--- src/rtl/alu_share_arbiter.sv ---
// Purpose : round-robin sequencer sharing one ALU between two requesters, one op in flight.
// Latency : request accepted at edge k, ALU settles in cycle k+1, rsp_valid high from cycle k+2.
// Backpr. : rsp_ready low holds the response and ALU inputs; both req*_ready stay low until it drains.
//
// Ports:
//   clk, rst_n                      clock, async active-low reset
//   reqN_valid/ready/op/a/b         requester N (N = 0,1) valid/ready operation channel
//   alu_ctl, alu_a, alu_b           registered ALU control and operands
//   alu_out, alu_zero               combinational ALU result and zero flag
//   rsp_valid/ready/data/zero/id/err one-deep response register
// Optional: define ALU_ARB_ILLEGAL_OP_EN to flag illegal op codes on rsp_err.

module alu_share_arbiter #(
   parameter int WIDTH = 64
) (
   input  logic             clk,
   input  logic             rst_n,
   input  logic             req0_valid,
   output logic             req0_ready,
   input  logic [3:0]       req0_op,
   input  logic [WIDTH-1:0] req0_a,
   input  logic [WIDTH-1:0] req0_b,
   input  logic             req1_valid,
   output logic             req1_ready,
   input  logic [3:0]       req1_op,
   input  logic [WIDTH-1:0] req1_a,
   input  logic [WIDTH-1:0] req1_b,
   output logic [3:0]       alu_ctl,
   output logic [WIDTH-1:0] alu_a,
   output logic [WIDTH-1:0] alu_b,
   input  logic [WIDTH-1:0] alu_out,
   input  logic             alu_zero,
   output logic             rsp_valid,
   input  logic             rsp_ready,
   output logic [WIDTH-1:0] rsp_data,
   output logic             rsp_zero,
   output logic             rsp_id,
   output logic             rsp_err
);

   typedef enum logic [1:0] {IDLE, EXEC, RESP} state_t;

   state_t state;
   logic   last_grant;
   logic   id_q;
   logic   grant;
   logic   accept;

   // On a tie the port that did not win last time goes; otherwise the lone valid port wins.
   assign grant  = (req0_valid && req1_valid) ? ~last_grant : req1_valid;
   // rst_n is folded in so both readies are low for the whole reset assertion.
   assign accept = (state == IDLE) && rst_n && (req0_valid || req1_valid);

   assign req0_ready = accept && !grant;
   assign req1_ready = accept && grant;

`ifdef ALU_ARB_ILLEGAL_OP_EN
   logic err_q;
   logic sel_illegal;

   always_comb begin
      sel_illegal = 1'b1;
      case (grant ? req1_op : req0_op)
         4'd0, 4'd1, 4'd2, 4'd6, 4'd7, 4'd12: sel_illegal = 1'b0;
         default:                             sel_illegal = 1'b1;
      endcase
   end
`else
   assign rsp_err = 1'b0;
`endif

   always_ff @(posedge clk or negedge rst_n) begin
      if (!rst_n) begin
         state      <= IDLE;
         last_grant <= 1'b1;
         id_q       <= 1'b0;
         alu_ctl    <= '0;
         alu_a      <= '0;
         alu_b      <= '0;
         rsp_valid  <= 1'b0;
         rsp_data   <= '0;
         rsp_zero   <= 1'b0;
         rsp_id     <= 1'b0;
`ifdef ALU_ARB_ILLEGAL_OP_EN
         err_q      <= 1'b0;
         rsp_err    <= 1'b0;
`endif
      end else begin
         case (state)
            IDLE: begin
               if (accept) begin
                  alu_ctl    <= grant ? req1_op : req0_op;
                  alu_a      <= grant ? req1_a  : req0_a;
                  alu_b      <= grant ? req1_b  : req0_b;
                  id_q       <= grant;
                  last_grant <= grant;
`ifdef ALU_ARB_ILLEGAL_OP_EN
                  err_q      <= sel_illegal;
`endif
                  state      <= EXEC;
               end
            end
            EXEC: begin
               // ALU inputs have been stable for a full cycle; capture its result.
`ifdef ALU_ARB_ILLEGAL_OP_EN
               rsp_data  <= err_q ? '0 : alu_out;
               rsp_zero  <= err_q | alu_zero;
               rsp_err   <= err_q;
`else
               rsp_data  <= alu_out;
               rsp_zero  <= alu_zero;
`endif
               rsp_id    <= id_q;
               rsp_valid <= 1'b1;
               state     <= RESP;
            end
            RESP: begin
               if (rsp_ready) begin
                  rsp_valid <= 1'b0;
                  state     <= IDLE;
               end
            end
            default: state <= IDLE;
         endcase
      end
   end

endmodule

--- config.mk ---
export PLATFORM = sky130hd
export DESIGN_NAME = alu_share_arbiter
export DESIGN_NICKNAME = d
export VERILOG_FILES = /design/src/rtl/alu_share_arbiter.sv
export SDC_FILE = /design/constraint.sdc
export NUM_CORES = 1
export LEC_CHECK = 0
export ABC_AREA = 1
export ABC_CLOCK_PERIOD_IN_PS = 3800
export CAP_MARGIN = 20
export CELL_PAD_IN_SITES_DETAIL_PLACEMENT = 1
export CELL_PAD_IN_SITES_GLOBAL_PLACEMENT = 2
export CORE_MARGIN = 1
export CORE_UTILIZATION = 21
export DETAILED_ROUTE_END_ITERATION = 10
export PLACE_DENSITY_LB_ADDON = 0.1
export SLEW_MARGIN = 15
export SYNTH_ARGS = -nofsm -noshare
export SYNTH_HDL_FRONTEND = slang
export SYNTH_SLANG_ARGS = --single-unit
--- constraint.sdc ---
create_clock -name clk -period 3.8 [get_ports clk]
set_clock_uncertainty 0.15 [all_clocks]
set_input_delay 0.57 -clock clk [delete_from_list [all_inputs] [get_ports clk]]
set_output_delay 0.57 -clock clk [all_outputs]
set_load 0.01 [all_outputs]
==> results_dict.tcl <==
set metrics [dict create \
    status "finished clean" \
    antenna_found_initial 6 \
    finalCritPeriodShare_pct 75.90 \
    tightestPinTransition_ps 966.3 \
    die-area_mm2 0.04635 \
    clk_path_buf_depth 3 \
    grt_pass1_wl_um 68900 \
    cts-root-buf "clkbuf_16" \
    nets 2125 \
    netlist_area_mm2 0.009553 \
    critPathRequiredTime_ps 3080 \
    slew_violations 0 \
    clkSlewWorstSetupHoldPaths_ps 60 \
    r2r-start "state[1]" \
    dr.pass1.iters 4 \
    initial_core_util_pct 21.46 \
    dpl.hpwl_um 31880 \
    hold_class "input port to async pin" \
    vias_per_cell 4.213 \
    ys_seq_elements 203 \
    drt_iter0_markers 532 \
    p_total_mw 11.19 \
    rows 77 \
    ys_seq_area_share_pct 53.19 \
    slew_headroom_pct 35.58 \
    yosys_warnings 0 \
    ctsHoldBuffers 0 \
    grt_max_degree 147 \
    syn_area_per_cell_um2 7.326 \
    yosys.area.top_type_share_pct 52.91 \
    gp_congestion 0.8161 \
    p_seq_share_pct 32.9 \
    remaining_drc_errors 0 \
    cts_made_buffers 26 \
    peakVddDrop_uv 349.0 \
    path_class "input port to primary output" \
    p_leak_nw 8.007 \
    reg2reg_setup_slack_ps 1610 \
    layout_setup_ws_ps 915.7 \
    drv_cap 0 \
    r2r_end "alu_a[7]" \
    cts_tree "yes" \
    clkPwrFrac_pct 23.5 \
    post_cts_buffers 0 \
    grt_overflow 0 \
    place_ws_ps 876.4 \
    ys_types 18 \
    syn_to_final_growth_pct 70.16 \
    cellPowerDensity_mw_per_mm2 688.4 \
    hold_viol 0 \
    ff2ff_path_depth 6 \
    end_kind "primary output" \
    coreArea_mm2 0.04451 \
    clk_latency_ps 530 \
    dr_total_vias 10153 \
    drive_gt1_share_pct 3.589 \
    final.min_clock_period_ps 2884 \
    tns_ps 0 \
    yosys-top-cells-area "dfrtp_1 (53%), nand2_1 (34%), nand3_1 (7.0%)" \
    htree_levels 1 \
    fp.dieW_um 215.3 \
    max_freq_mhz 346.7 \
    start_kind "input port" \
    cp_max_fo 2 \
    wl_per_cell_um 18.97 \
    switching_share_pct 35.50 \
    finalSetupViolations 0 \
    p_comb_share_pct 43.6 \
    internal_power_mw 7.217 \
    syn_nets 1638 \
    rsz0062_at_grt "false" \
    totalWireLength_um 45710 \
    cts.repair.resized 0 \
    syn_inst 1304 \
    grt_pass1_vias 10693 \
    clock-sinks 203 \
    ant_nets 0 \
    arrival_ps 2160 \
    power_switching_mw 3.973 \
    grtUsageTotal_pct 19.48 \
    finalCoreUtilization_pct 36.52 \
    io_buffers 534 \
    synth_area_leader_cell "dfrtp_1" \
    io_pins 536 \
    die_h_um 215.3 \
]
final cells by class:
cell class / count / area, um^2
fill: 5319 / 28250
timing repair buffer: 545 / 5480
sequential: 203 / 5081
multi-input combinational: 1009 / 4010
clock buffer: 39 / 780.7
tap: 592 / 740.7
clock inverter: 9 / 122.6
inverter: 6 / 22.52
antenna: 7 / 17.52
cell usage after synthesis:
library cell	number
nand2_1	864
nor2_4	2
inv_1	5
clkbuf_1	15
clkbuf_4	2
buf_2	45
conb_1	1
o21ai_0	2
dfrtp_1	202
buf_4	20
nand3_2	1
nand2_2	2
inv_2	1
nor2_2	2
buf_1	4
nor2_1	2
nand3_1	133
dfstp_2	1
routing by layer:
| layer | track usage (%) | share of wire, % | up-vias |
|---|---|---|---|
| met1 | 23.67 | 42 | 4814 |
| met4 | 4.279 | 1.5 | 2 |
| met2 | 33.37 | 49 | 313 |
| met5 | 0 | 0.028 | - |
| met3 | 6.270 | 7.9 | 42 |
| li1 | - | - | 4982 |
worst max-delay path, cell delays in order:
cell and delay (ps):
clkdlybuf4s50_1 570, nor2_4 80, inv_2 70, nand3_4 70
nor2_1 170, clkdlybuf4s50_1 630
stage by stage:
stage | instance area [um^2] | hold slack (ps) | cells
floorplan | 9553 | 124.4 | 1304
global placement | 15330 | 303.0 | 2355
detailed placement | 15330 | 307.9 | 2355
CTS | 16240 | 136.9 | 2403
global route | 16250 | 143.7 | 2407
finish | 16260 | 97.13 | 2410
worst max path at each step:
stage | from | to | slack, ps
floorplan | req1_valid | req0_ready | 1730
global placement | req0_valid | req0_ready | 900
detailed placement | req0_valid | req0_ready | 880
CTS | state[1] | req1_ready | 830
global route | state[1] | req1_ready | 700
finish | req0_valid | req0_ready | 920
cell usage in the layout, fill, tap and decap left out, types with 5 or more instances in the layout:
cell type        instances
dfrtp_1                202
clkbuf_8                 6
nand3_1                133
clkdlybuf4s50_1        532
clkbuf_16               27
nand2_1                864
clkbuf_1                 6
clkinv_2                 5
buf_4                    8
diode_2                  7
flip-flops by register name, indices dropped and copies added, names as in the netlist:
| signal | count |
|---|---|
| alu_a | 64 |
| alu_b | 64 |
| rsp_data | 64 |
| alu_ctl | 4 |
| state | 2 |
| id_q | 1 |
| last_grant | 1 |
| rsp_id | 1 |
| rsp_valid | 1 |
| rsp_zero | 1 |
logic make-up after synthesis:
kind of cell | after synthesis | synth area share (%)
simple gates | 1006 | 41.60
compound gates | 2 | 0.1048
other cells | 1 | 0.03926
buf+inv | 92 | 5.069
flops | 203 | 53.19
power groups by stage:
stage / Clock (mW) / Sequential, mW / Combinational [mW]
final: 2.63 / 3.68 / 4.88
after global routing: 2.82 / 3.82 / 5.34
after CTS: 2.75 / 3.69 / 5.01
after floorplan: 0 / 4.13 / 1.41
after detailed placement: 0 / 3.70 / 4.99
after global placement: 0 / 3.67 / 4.97
Power figures use the tool's default switching activity.
